**config.mk**
```make
export PLATFORM = sky130hd
export DESIGN_NAME = uart_cmd_rx
export DESIGN_NICKNAME = d
export VERILOG_FILES = /design/src/rtl/uart_cmd_rx.sv
export SDC_FILE = /design/constraint.sdc
export NUM_CORES = 1
export LEC_CHECK = 0
export CORE_ASPECT_RATIO = 0.7
export CORE_MARGIN = 3
export CORE_UTILIZATION = 34
export DETAILED_ROUTE_END_ITERATION = 16
export PLACE_DENSITY = 0.57
export REMOVE_ABC_BUFFERS = 1
export SLEW_MARGIN = 30
export SYNTH_ARGS = -nofsm -noshare
export SYNTH_HDL_FRONTEND = slang
export SYNTH_SLANG_ARGS = --single-unit
```
**constraint.sdc**
```tcl
create_clock -name i_clk -period 3.38 [get_ports i_clk]
set_clock_uncertainty 0.1 [all_clocks]
set_input_delay 0.676 -clock i_clk [delete_from_list [all_inputs] [get_ports i_clk]]
set_output_delay 0.676 -clock i_clk [all_outputs]
set_load 0.005 [all_outputs]
```
**src/rtl/uart_cmd_rx.sv**
```systemverilog
// ---------------------------------------------------------------------------
// uart_cmd_rx
// UART 8N1 receiver with an ASCII command decoder. Each received character
// becomes a one-cycle control pulse that means the same as a front-panel
// button press: BPM +1, +5, -1, -5 and reset. The raw byte, a valid strobe
// and a framing-error strobe are also brought out for diagnostics.
//
// Ports:
//   i_clk          system clock
//   i_reset_n      asynchronous active-low reset
//   i_uart_rx      raw serial input; asynchronous; idles high
//   o_rx_data      last correctly framed byte; holds until the next one
//   o_rx_valid     one-cycle pulse when o_rx_data updates
//   o_frame_err    one-cycle pulse when the stop bit is sampled low
//   o_cmd_plus_1   pulse for '+'
//   o_cmd_plus_5   pulse for 'U' / 'u'
//   o_cmd_minus_1  pulse for '-'
//   o_cmd_minus_5  pulse for 'D' / 'd'
//   o_cmd_reset    pulse for 'R' / 'r'
// ---------------------------------------------------------------------------
module uart_cmd_rx #(
  parameter int CLKS_PER_BIT = 434,
  parameter int CNT_W        = 16
) (
  input  logic       i_clk,
  input  logic       i_reset_n,
  input  logic       i_uart_rx,
  output logic [7:0] o_rx_data,
  output logic       o_rx_valid,
  output logic       o_frame_err,
  output logic       o_cmd_plus_1,
  output logic       o_cmd_plus_5,
  output logic       o_cmd_minus_1,
  output logic       o_cmd_minus_5,
  output logic       o_cmd_reset
);

  // The start bit is checked half a bit after its falling edge; every later
  // sample is a full bit period after the previous one, i.e. at mid-bit.
  localparam logic [CNT_W-1:0] HALF_BIT = CNT_W'((CLKS_PER_BIT - 1) / 2);
  localparam logic [CNT_W-1:0] FULL_BIT = CNT_W'(CLKS_PER_BIT - 1);

  typedef enum logic [2:0] {
    S_IDLE,
    S_START,
    S_DATA,
    S_STOP,
    S_BREAK
  } state_t;

  state_t           state_q, state_d;
  logic [CNT_W-1:0] clk_cnt_q, clk_cnt_d;
  logic [2:0]       bit_idx_q, bit_idx_d;
  logic [7:0]       shift_q, shift_d;

  logic rx_s1_q, rx_s2_q, rx_prev_q;
  logic byte_done, frame_bad;

  logic [7:0] rx_data_q;
  logic       rx_valid_q, frame_err_q;
  logic       plus_1_q, plus_5_q, minus_1_q, minus_5_q, reset_cmd_q;

  // Synchronizer and edge-detect flops preset high (line idle level) so that
  // leaving reset never looks like a start-bit falling edge.
  always_ff @(posedge i_clk or negedge i_reset_n) begin
    if (!i_reset_n) begin
      rx_s1_q   <= 1'b1;
      rx_s2_q   <= 1'b1;
      rx_prev_q <= 1'b1;
    end else begin
      // NOTE: non-blocking assignments make every flop sample the old value
      // of its neighbour, which is what gives a real two-stage synchronizer.
      rx_s1_q   <= i_uart_rx;
      rx_s2_q   <= rx_s1_q;
      rx_prev_q <= rx_s2_q;
    end
  end

  always_ff @(posedge i_clk or negedge i_reset_n) begin
    if (!i_reset_n) begin
      state_q   <= S_IDLE;
      clk_cnt_q <= '0;
      bit_idx_q <= '0;
      shift_q   <= '0;
    end else begin
      state_q   <= state_d;
      clk_cnt_q <= clk_cnt_d;
      bit_idx_q <= bit_idx_d;
      shift_q   <= shift_d;
    end
  end

  always_comb begin
    // NOTE: every signal driven here gets a default first; a path that leaves
    // one unassigned would infer a latch.
    state_d   = state_q;
    clk_cnt_d = clk_cnt_q + CNT_W'(1);
    bit_idx_d = bit_idx_q;
    shift_d   = shift_q;
    byte_done = 1'b0;
    frame_bad = 1'b0;

    unique case (state_q)
      S_IDLE: begin
        clk_cnt_d = '0;
        if (rx_prev_q && !rx_s2_q) state_d = S_START;
      end
      S_START: begin
        if (clk_cnt_q == HALF_BIT) begin
          if (!rx_s2_q) begin
            state_d   = S_DATA;
            clk_cnt_d = '0;
            bit_idx_d = '0;
          end else begin
            state_d = S_IDLE;   // too short to be a start bit
          end
        end
      end
      S_DATA: begin
        if (clk_cnt_q == FULL_BIT) begin
          clk_cnt_d          = '0;
          shift_d[bit_idx_q] = rx_s2_q;
          if (bit_idx_q == 3'd7) state_d = S_STOP;
          else                   bit_idx_d = bit_idx_q + 3'd1;
        end
      end
      S_STOP: begin
        if (clk_cnt_q == FULL_BIT) begin
          clk_cnt_d = '0;
          if (rx_s2_q) begin
            byte_done = 1'b1;
            state_d   = S_IDLE;
          end else begin
            frame_bad = 1'b1;
            state_d   = S_BREAK;
          end
        end
      end
      S_BREAK: begin
        // Held-low line: stay here so a break yields a single error pulse.
        clk_cnt_d = '0;
        if (rx_s2_q) state_d = S_IDLE;
      end
      default: state_d = S_IDLE;
    endcase
  end

  // Output strobes are registered, so they appear the cycle after the
  // stop-bit sample, together with the new o_rx_data.
  always_ff @(posedge i_clk or negedge i_reset_n) begin
    if (!i_reset_n) begin
      rx_data_q   <= 8'h00;
      rx_valid_q  <= 1'b0;
      frame_err_q <= 1'b0;
      plus_1_q    <= 1'b0;
      plus_5_q    <= 1'b0;
      minus_1_q   <= 1'b0;
      minus_5_q   <= 1'b0;
      reset_cmd_q <= 1'b0;
    end else begin
      rx_valid_q  <= byte_done;
      frame_err_q <= frame_bad;
      if (byte_done) rx_data_q <= shift_q;
      // Command set is disjoint, so at most one of these can be high.
      plus_1_q    <= byte_done && (shift_q == 8'h2B);
      plus_5_q    <= byte_done && (shift_q == 8'h55 || shift_q == 8'h75);
      minus_1_q   <= byte_done && (shift_q == 8'h2D);
      minus_5_q   <= byte_done && (shift_q == 8'h44 || shift_q == 8'h64);
      reset_cmd_q <= byte_done && (shift_q == 8'h52 || shift_q == 8'h72);
    end
  end

  assign o_rx_data     = rx_data_q;
  assign o_rx_valid    = rx_valid_q;
  assign o_frame_err   = frame_err_q;
  assign o_cmd_plus_1  = plus_1_q;
  assign o_cmd_plus_5  = plus_5_q;
  assign o_cmd_minus_1 = minus_1_q;
  assign o_cmd_minus_5 = minus_5_q;
  assign o_cmd_reset   = reset_cmd_q;

endmodule

```
# After elaboration in Yosys (flattened, before gate mapping)
# Cells that the tools add are included.
dict set report op_classes {
  reduce_logical 18
  eq_ne 23
  magnitude_cmp 2
  n_addsub 2
  n_mux 27
}
# op n
set op_table {}
lappend op_table {{8-bit by 7-bit equality test with 1-bit output, second input constant} 6}
lappend op_table {{16-bit 2-to-1 mux} 3}
lappend op_table {{16-bit case mux with 3 select lines} 1}
lappend op_table {{3-bit 2-to-1 mux} 11}
lappend op_table {{16-bit by 1-bit adder with 16-bit output, second input constant} 1}
lappend op_table {{16-bit by 8-bit equality test with 1-bit output, second input constant} 1}
lappend op_table {{16-bit by 9-bit equality test with 1-bit output, second input constant} 1}
lappend op_table {{8-bit by 6-bit equality test with 1-bit output, second input constant} 2}
lappend op_table {{2-bit != test, second input constant} 8}
lappend op_table {{3-bit case mux with 5 select lines} 1}
lappend op_table {{8-bit bitwise mux} 1}
lappend op_table {{1-bit logical AND} 7}
lappend op_table {{1-bit 2-to-1 mux} 7}
lappend op_table {{3-bit by 2-bit equality test with 1-bit output, second input constant} 2}
lappend op_table {{3-bit equality test, second input constant} 2}
lappend op_table {{3-bit case mux with 2 select lines} 1}
lappend op_table {{6-bit AND reduction} 1}
lappend op_table {{5-bit AND reduction} 1}
lappend op_table {{3-bit by 4-bit less-than comparator with 1-bit output, second input constant} 1}
lappend op_table {{2-bit OR reduction} 2}
lappend op_table {{3-bit by 1-bit adder with 3-bit output, second input constant} 1}
lappend op_table {{1-bit demux with 3-bit select} 1}
lappend op_table {{3-bit by 1-bit equality test with 1-bit output, second input constant} 1}
lappend op_table {{3-bit by 1-bit greater-or-equal comparator with 1-bit output, second input constant} 1}
lappend op_table {{other kinds (6)} 8}
dict set report word_totals {
  output_inout_bits 15
  reg_bits 48
  word_cells 87
}

# Longest topological paths before layout
# Gate-level depths: netlist of the first run.
dict set report logic_depth {
  ltp_word 5
  ltp_mapped 8
}

# Least setup slack after synthesis of the first run
# No wires, ideal clock.
dict set report synth_timing {
  path_type {flip-flop to flip-flop}
  start {register clk_cnt_q[12]}
  end {register shift_q[2]}
  required_time_ps 3155
  period_less_slack_ps 2188
  stages_incl_launch_ff 6
  slack_ps 1192
  n_path_buf 0
  arrival_ps 1963
  setup_time_ps 125
  path_cell_list {dfrtp_1 or4_4 or3_4 nor4_2 nand3_1 mux2_4}
}
dict set report synth_via {
  elab_chain_cells 2
}
# item line
set synth_lines {}
lappend synth_lines {{start: declaration} 52} ;# logic [CNT_W-1:0] clk_cnt_q, clk_cnt_d;
lappend synth_lines {{start signal: assignment} 87} ;# clk_cnt_q <= clk_cnt_d;
lappend synth_lines {{16-bit by 9-bit equality test with 1-bit output} 120} ;# if (clk_cnt_q == FULL_BIT) begin
lappend synth_lines {{2-bit AND reduction (no source line)} n/a}
lappend synth_lines {{end signal: assignment} 89} ;# shift_q <= shift_d;
lappend synth_lines {{end: declaration} 54} ;# logic [7:0] shift_q, shift_d;
# No other way between the ends.
# A chain may end at the register's enable or synchronous reset.

# Worst setup path in the final report of the first run
dict set report layout_timing {
  start {register clk_cnt_q[1]}
  end {register rx_data_q[0], in the netlist o_rx_data[0]}
}
dict set report layout_via {
  elab_chain_cells 3
}
# item line
set layout_lines {}
lappend layout_lines {{16-bit by 9-bit equality test with 1-bit output} 128} ;# if (clk_cnt_q == FULL_BIT) begin
lappend layout_lines {{1-bit 2-to-1 mux} 128}
lappend layout_lines {{1-bit 2-to-1 mux} 103} ;# unique case (state_q)
lappend layout_lines {{end signal: assignment} 163} ;# if (byte_done) rx_data_q <= shift_q;
lappend layout_lines {{end: declaration} 59} ;# logic [7:0] rx_data_q;
# No other way between the ends.

==> impl_metrics.toml, run 1 <==
[outcome]
status = "finished, final reports clean"

[timing]
worst_pin_slew_ns = 0.647
drv_slew = 0
period_needed_ns = 2.43
relSlewSlack_pct = 56.5
holdWs_ns = 0.256
setup_viol = 0
finalCritPeriodShare_pct = 71.8
finalHoldViolations = 0
max_freq_ghz = 0.412
tns_ns = 0
worst_slack_ns = 0.952
rsz0062_at_grt = "no"

[worst_setup_path]
critical_path.max_fanout = 8
reg2reg_depth = 6
r2r-end = "o_rx_data[0]"
crit_arrival_ns = 2.52
crit_start = "clk_cnt_q[1]"
startpoint_type = "register"
worstPathRequired_ns = 3.47
worstPathCellList = "inv_1 -> ha_1 -> nor4bb_2 -> nand3_1 -> nor3_4 -> mux2_2"
critPathCaptureType = "register"
crit_path_max_incr_delay_ns = 0.55
critical_path_class = "register to register"
r2r_start = "clk_cnt_q[1]"
cp_slowest_cell = "nor4bb_2"
crit_end = "o_rx_data[0]"
worst-r2r-setup-slack_ns = 0.95

[floorplan]
ios = 18
die_h_um = 75.3
start_util_pct = 36.3
dieArea_um2 = 7900
rows = 24
fp.dieW_um = 105
core_um2 = 6430

[clock_tree]
clk_latency_ns = 0.30
cts-root-buf = "clkbuf_8"
path_clk_slew_ns = 0.09
ctsHoldBuffers = 0
post_cts_buffers = 0
cts_made_buffers = 5
clkSinkCount = 48
cts_tree = "done"
ctsHtreeMaxLevel = 2
post_cts_resized = 0
cts_max_path_buffers = 2

[logic_synthesis]
ys_warn_count = 0
synthArstFlopShare_pct = 100
synth_top_area_share_pct = 48.3
post-synth-top-count-cell = "dfrtp_1"
netlist_top_cells_count = "45 x dfrtp_1, 23 x nor2_1, 15 x mux2_2"
synth_edf_count = 0
ys_types = 42
seq_area_frac_synth_pct = 51.7
netlist_instances = 203
ys.flop_type = "dfrtp_1"
synth_area_um2 = 2330
yosys_register_bits = 48
yosysTopAreaCell = "dfrtp_1"
synth_area_per_cell_um2 = 11.5
synth_area_leaders = "dfrtp_1 48%, mux2_2 7.2%, xor2_1 4.5%, nor2_1 3.7%, dfstp_2 3.4%"

[finish]
nets = 229
area_growth_pct = 14.5
drive_gt1_share_pct = 19.4
seqCellArea_um2 = 1200
multi_input_area_um2 = 1070
fillCellCount = 637
final_cells = 313
insertedDiodeCount = 0

[global_routing]
grt_overflow = 0
gr-usage-all-layers_pct = 12.8
grt_pass1_wl_um = 7900
antenna_found_initial = 0
grt_max_degree = 49
grt_pass1_vias = 1491

[power]
power_leakage_nw = 1.17
ir_drop_mv = 0.274
power_mw = 1.19
power_density_nw_per_um2 = 447

[routing]
first_iter_violations = 90
drtPass1Iterations = 4
drc = 0
via_per_inst = 4.87
ant_nets = 0
wirelength_um = 4450
dr_total_vias = 1523
wl_per_cell_um = 14.2

[placement]
placed_cells = 305
gp_congestion = 0.798
dpl.hpwl_um = 3200
dp_slack_ns = 0.964
portBuffers = 17

[hold_path]
min_path_type = "register to register"
whs_path_depth = 0

[job]
cap_violations = 0
==> layout make-up <==
type | count | share of cell area [%]
Clock buffer | 6 | 3.09
Sequential cell | 48 | 45.1
Inverter | 4 | 0.563
Multi-Input combinational cell | 144 | 40.0
Clock inverter | 2 | 0.375
Tap cell | 91 | 4.27
Timing Repair Buffer | 18 | 6.56
==> metrics by stage <==
stage	util, %	instance area [µm²]
floorplan	-	2290
global placement	40.1	2570
detailed placement	40.1	2580
CTS	41.5	2670
global route	41.5	2670
finish	41.5	2670
==> layout by cell type, fill, tap and decap left out, types with 2 or more instances in the layout <==
cell	n
or4_1	2
and3_1	6
dfrtp_1	45
clkdlybuf4s50_1	16
nor3_1	6
nor2b_1	3
nand2b_1	3
mux2_2	15
nand3_1	12
clkinv_2	2
xor2_1	12
buf_4	2
dfstp_2	3
a21oi_1	2
nor4_2	3
nor4b_1	2
nand4_1	8
clkbuf_8	6
inv_1	4
nand2_1	13
a22o_2	2
nor4_1	4
xnor2_1	3
nor4bb_1	4
nor2_1	23
mux2_4	2
ha_1	5
==> layer usage <==
| metal | up-vias | track usage (%) | wire length [µm] |
|---|---|---|---|
| li1 | 761 | - | - |
| met1 | 735 | 21.4 | 2640 |
| met2 | 22 | 15.2 | 1630 |
| met3 | 5 | 3.08 | 126 |
| met4 | 0 | 4.37 | 47 |
| met5 | - | 0 | 0 |
==> cells by family after synthesis <==
logic type / share of synthesized area (%)
buffers and inverters: 2.52
AOI/OAI and AO/OA: 2.42
DFF: 51.7
adders and majority gates: 2.68
and+or+nand+nor: 26.1
xor gates and xnor gates: 5.64
muxes: 8.96
==> where the power goes <==
part           switching (mW)  internal, mW  total (mW)
clock                   0.188         0.163       0.352
combinational          0.0795        0.0723       0.152
sequential             0.0711         0.618       0.689
==> sequential cells by signal (all words and copies together), names as in the netlist, 3 cells and up <==
register / cells
bit_idx_q: 3
state_q: 3
o_rx_data: 8
shift_q: 8
clk_cnt_q: 16
==> worst min path at each step <==
stage | from | endpoint | slack, ns
after floorplan | rx_s1_q | rx_s2_q | 0.25
after global placement | rx_s1_q | rx_s2_q | 0.25
after detailed placement | rx_s1_q | rx_s2_q | 0.25
after CTS | rx_s1_q | rx_s2_q | 0.26
after global routing | rx_s1_q | rx_s2_q | 0.26
final | rx_s1_q | rx_s2_q | 0.26
==> worst max-delay path, delay by kind of cell, from the launching register on <==
kind,cells,cell delay (ns)
buf+inv,1,0.08
simple gates,3,1.22
flops,1,0.41
mux,1,0.39
fa+ha+maj,1,0.13
No activity file was read; power rests on OpenSTA's default activity.
==> run 2: changes to the inputs <==
Clock period 3.38 ns to 2.26 ns, I/O delays scaled along.
==> run 2 against run 1 <==
Net effect:
- flip-flop and latch count did not move
- sequential share of layout area fell by 3.4 points
- register-to-register slack got worse by 0.86 ns
- maximum frequency rose by 12%
- die area did not move
- critical path depth fell by 1
- largest cell class unchanged
==> impl_metrics.toml, run 2 (synthesis results as in run 1) <==
[outcome]
status = "finished, final reports clean"

[floorplan]
start_util_pct = 36.3
die_h_um = 75.3
fp.dieW_um = 105
core_um2 = 6430
dieArea_um2 = 7900
rows = 24
ios = 18

[finish]
utilization_pct = 45.0
layout_commonest_cell = "dfrtp_1"
fin_area_um2 = 2890
nets = 248
seqCellArea_um2 = 1200
area_growth_pct = 23.9
largest_register_ff_count = 16
drive_gt1_share_pct = 28.2
final_cell_mix = "45 x dfrtp_1, 23 x nor2_1, 18 x buf_4"
insertedDiodeCount = 0
fillCellCount = 618
multi_input_area_um2 = 1130
regMostFlops = "clk_cnt_q"

[routing]
via_per_inst = 4.85
top_layer_used = "met4"
wirelength_um = 4620
dr_wl_met3_um = 106
ant_nets = 0
route.met2.wl_um = 1790
first_iter_violations = 61
wl_per_cell_um = 13.9
drtPass1Iterations = 4
drt-met1-wl_um = 2660
dr_total_vias = 1611
drc = 0

[worst_setup_path]
reg2reg_depth = 5
crit_path_max_incr_delay_ns = 0.55
crit_start = "clk_cnt_q[12]"
crit_arrival_ns = 2.26
critical_path.max_fanout = 3
r2r_start = "clk_cnt_q[12]"
worstPathRequired_ns = 2.35
critical_path_class = "register to register"
startpoint_type = "register"
worst-r2r-setup-slack_ns = 0.09
cp_slowest_cell = "or4_4"
critPathCaptureType = "register"
r2r-end = "bit_idx_q[0]"
worstPathCellList = "or4_4 -> or3_4 -> nor4b_4 -> nor2_1 -> mux2_4"
crit_end = "bit_idx_q[0]"

[timing]
setup_viol = 0
max_freq_ghz = 0.460
worst_pin_slew_ns = 0.423
relSlewSlack_pct = 71.8
finalHoldViolations = 0
period_needed_ns = 2.17
finalCritPeriodShare_pct = 96.1
holdWs_ns = 0.0687
drv_slew = 0

[global_routing]
gr-usage-all-layers_pct = 12.5
grt_max_degree = 35
grt_pass1_wl_um = 7770
antenna_found_initial = 0
grt_pass1_vias = 1603
grt_overflow = 0

[clock_tree]
cts_max_path_buffers = 2
post_cts_buffers = 0
clk_latency_ns = 0.30
clkSinkCount = 48
cts_made_buffers = 5
cts_tree = "done"
path_clk_slew_ns = 0.09
cts-root-buf = "clkbuf_8"
ctsHtreeMaxLevel = 2

[placement]
gp_congestion = 0.791
dpl.hpwl_um = 3310
dpl-instance-area_um2 = 2730
portBuffers = 17

[job]
cap_violations = 0

[power]
power_density_nw_per_um2 = 652
power_leakage_nw = 1.27
ir_drop_mv = 0.345
power_mw = 1.88

[hold_path]
min_path_type = "primary input to async pin"
[run 2: changes by cell type in the layout (fill, tap and decap cells not counted), sizes merged]
cell,change
buf,+19
clkbuf,+2
clkinv,-2
[run 2: stage by stage]
| step | setup slack, ns | setup TNS (ns) | instances |
|---|---|---|---|
| after floorplan | 0.0255 | 0 | 196 |
| after global placement | 0.0603 | 0 | 324 |
| after detailed placement | 0.0362 | 0 | 324 |
| after CTS | 0.0204 | 0 | 332 |
| after global routing | -0.00580 | -0.00580 | 332 |
| final | 0.0875 | 0 | 332 |
[run 2: worst max-delay path: cells and delay by family (launching register included)]
kind          cells  cell delay [ns]
mux               1             0.26
simple gates      4             1.32
flops             1             0.38
[run 2: routing by layer]
metal,up-vias,GRT usage (%)
met5,-,0
met4,0,4.80
met3,7,2.83
met2,15,16.8
met1,791,19.3
li1,798,-
[run 2: what timing repair did]
action                                  in CTS  in global routing
endpoints found under the setup margin       0                 30
hold buffers                                 0                  0
gates resized for setup                      0                 12
[run 2: how the worst min path moves through the flow]
stage	cells past startpoint	slack (ns)	endpoint	start
after floorplan	0	0.06	bit_idx_q[0]	i_reset_n
after global placement	0	0.25	rx_s2_q	rx_s1_q
after detailed placement	0	0.25	rx_s2_q	rx_s1_q
after CTS	2	0.08	state_q[0]	i_reset_n
after global routing	2	0.10	state_q[0]	i_reset_n
final	2	0.07	o_rx_data[7]	i_reset_n
[run 2: layout make-up]
| type | instances | area share, % |
|---|---|---|
| Sequential cell | 48 | 41.7 |
| Multi-Input combinational cell | 144 | 39.2 |
| Timing Repair Buffer | 37 | 11.5 |
| Tap cell | 91 | 3.94 |
| Clock buffer | 8 | 3.12 |
| Inverter | 4 | 0.520 |
[run 2: report_power, final]
part | total [mW] | internal, mW | switching (mW)
clock | 0.531 | 0.250 | 0.281
combinational | 0.352 | 0.174 | 0.177
sequential | 1.00 | 0.925 | 0.0764
total | 1.88 | 1.35 | 0.534
==> run 3: changes to the inputs <==
Settings changed: TNS_END_PERCENT set to 50.
Clock period 2.26 ns to 2.4 ns, I/O delays scaled along.
==> run 3 against run 2 <==
Net effect:
- cell count decreased by 3.0%
- maximum frequency shrank 5.4%
- total power fell by 9.5%
- combinational power shrank 27%
- clock power is 7.7% lower
- die area unchanged
- largest power group unchanged
- highest routed layer unchanged
==> impl_metrics.toml, run 3 (synthesis results as in run 1) <==
[outcome]
status = "finished, final reports clean"

[finish]
regMostFlops = "clk_cnt_q"
insertedDiodeCount = 0
nets = 238
area_growth_pct = 17.6
fin_area_um2 = 2740
final_cell_mix = "45 x dfrtp_1, 23 x nor2_1, 16 x clkdlybuf4s50_1"
final_cells = 322
largest_register_ff_count = 16
layout_commonest_cell = "dfrtp_1"
drive_gt1_share_pct = 22.5

[worst_setup_path]
crit_buf_inv = 0
worstPathRequired_ns = 2.48
r2r-end = "bit_idx_q[0]"
critPathCaptureType = "register"
cp_slowest_cell = "or4_4"
crit_arrival_ns = 2.38
reg2reg_depth = 5
worstPathCellList = "or4_4 -> or3_4 -> nor4b_4 -> nor2_1 -> mux2_4"
r2r_start = "clk_cnt_q[12]"
worst-r2r-setup-slack_ns = 0.10
crit_family = "simple AND/OR/NAND/NOR gates"
critical_path.max_fanout = 4
startpoint_type = "register"
crit_path_max_incr_delay_ns = 0.56
critical_path_class = "register to register"

[placement]
dp_slack_ns = 0.113
portBuffers = 17
dpl-instance-area_um2 = 2640
gp_congestion = 0.769
placed_cells = 314
dpl.hpwl_um = 3370

[power]
power_mw = 1.70
ir_drop_mv = 0.271
power_leakage_nw = 1.20
power_density_nw_per_um2 = 622

[clock_tree]
ctsHoldBuffers = 0
cts_tree = "done"
clkSinkCount = 48
cts_made_buffers = 5
clk_latency_ns = 0.29
cts-root-buf = "clkbuf_8"
post_cts_resized = 0
cts_max_path_buffers = 2
ctsHtreeMaxLevel = 2
path_clk_slew_ns = 0.09
post_cts_buffers = 0

[timing]
tns_ns = 0
period_needed_ns = 2.30
relSlewSlack_pct = 67.4
rsz0062_at_grt = "no"
max_freq_ghz = 0.435
finalCritPeriodShare_pct = 95.7
worst_slack_ns = 0.102
worst_pin_slew_ns = 0.490
setup_viol = 0
drv_slew = 0
finalHoldViolations = 0

[global_routing]
grt_pass1_vias = 1533
grt_pass1_wl_um = 8070
antenna_found_initial = 0
grt_overflow = 0
gr-usage-all-layers_pct = 12.9
grt_max_degree = 24

[routing]
dr_total_vias = 1562
via_per_inst = 4.85
drc = 0
wirelength_um = 4530
drtPass1Iterations = 4
ant_nets = 0
wl_per_cell_um = 14.1
first_iter_violations = 126

[job]
cap_violations = 0

[floorplan]
ios = 18
die_h_um = 75.3
fp.dieW_um = 105
core_um2 = 6430
dieArea_um2 = 7900
rows = 24
start_util_pct = 36.3

[hold_path]
min_path_type = "primary input to async pin"
[run 3: changes by cell type in the layout (fill, tap and decap cells not counted), moves of 2 or more]
| cell | delta |
|---|---|
| nor4_2 | +2 |
| nor4_4 | -2 |
| buf_4 | -8 |
| nor4bb_1 | +2 |
[run 3: power breakdown]
part           switching, mW  internal, mW  total [mW]
Sequential            0.0862         0.871       0.957
Combinational          0.131         0.127       0.258
Clock                  0.256         0.234       0.490
Total                  0.472          1.23        1.70
[run 3: per-layer routing]
layer / vias up / track usage, % / routed length (µm)
met5: - / 0 / 0
met4: 0 / 2.62 / 13
li1: 775 / - / -
met2: 31 / 16.6 / 1760
met1: 754 / 21.4 / 2490
met3: 2 / 3.00 / 262
[run 3: layout make-up]
class | instances | area, µm²
clock buffers | 7 | 86.3
clock inverters | 1 | 7.51
fillers | 642 | 3680
inverters | 4 | 15.0
multi-input cells | 144 | 1070
flip-flops and latches | 48 | 1200
well taps | 91 | 114
repair buffers | 27 | 240
[run 3: worst reg2reg max path, stage by stage (launching register included)]
cell	delay, ns
dfrtp_1	0.42
or4_4	0.56
or3_4	0.38
nor4b_4	0.34
nor2_1	0.12
mux2_4	0.27
[run 3: how the worst max path moves through the flow]
stage / from / to / slack, ns / cells past startpoint
after CTS: clk_cnt_q[12] / bit_idx_q[0] / 0.10 / 5
after detailed placement: clk_cnt_q[13] / bit_idx_q[0] / 0.11 / 5
after global placement: clk_cnt_q[1] / o_cmd_reset / 0.16 / 8
final: clk_cnt_q[12] / bit_idx_q[0] / 0.10 / 5
after floorplan: clk_cnt_q[1] / clk_cnt_q[10] / 0.17 / 6
after global routing: clk_cnt_q[1] / o_cmd_reset / 0.00008 / 8
[run 3: metrics by stage]
step / hold WS (ns) / utilization (%)
5_1_grt: 0.0685 / 42.7
2_1_floorplan: 0.0844 / -
3_5_place_dp: 0.251 / 41.1
6_report: 0.0367 / 42.7
4_1_cts: 0.0505 / 42.6
3_3_place_gp: 0.247 / 41.1
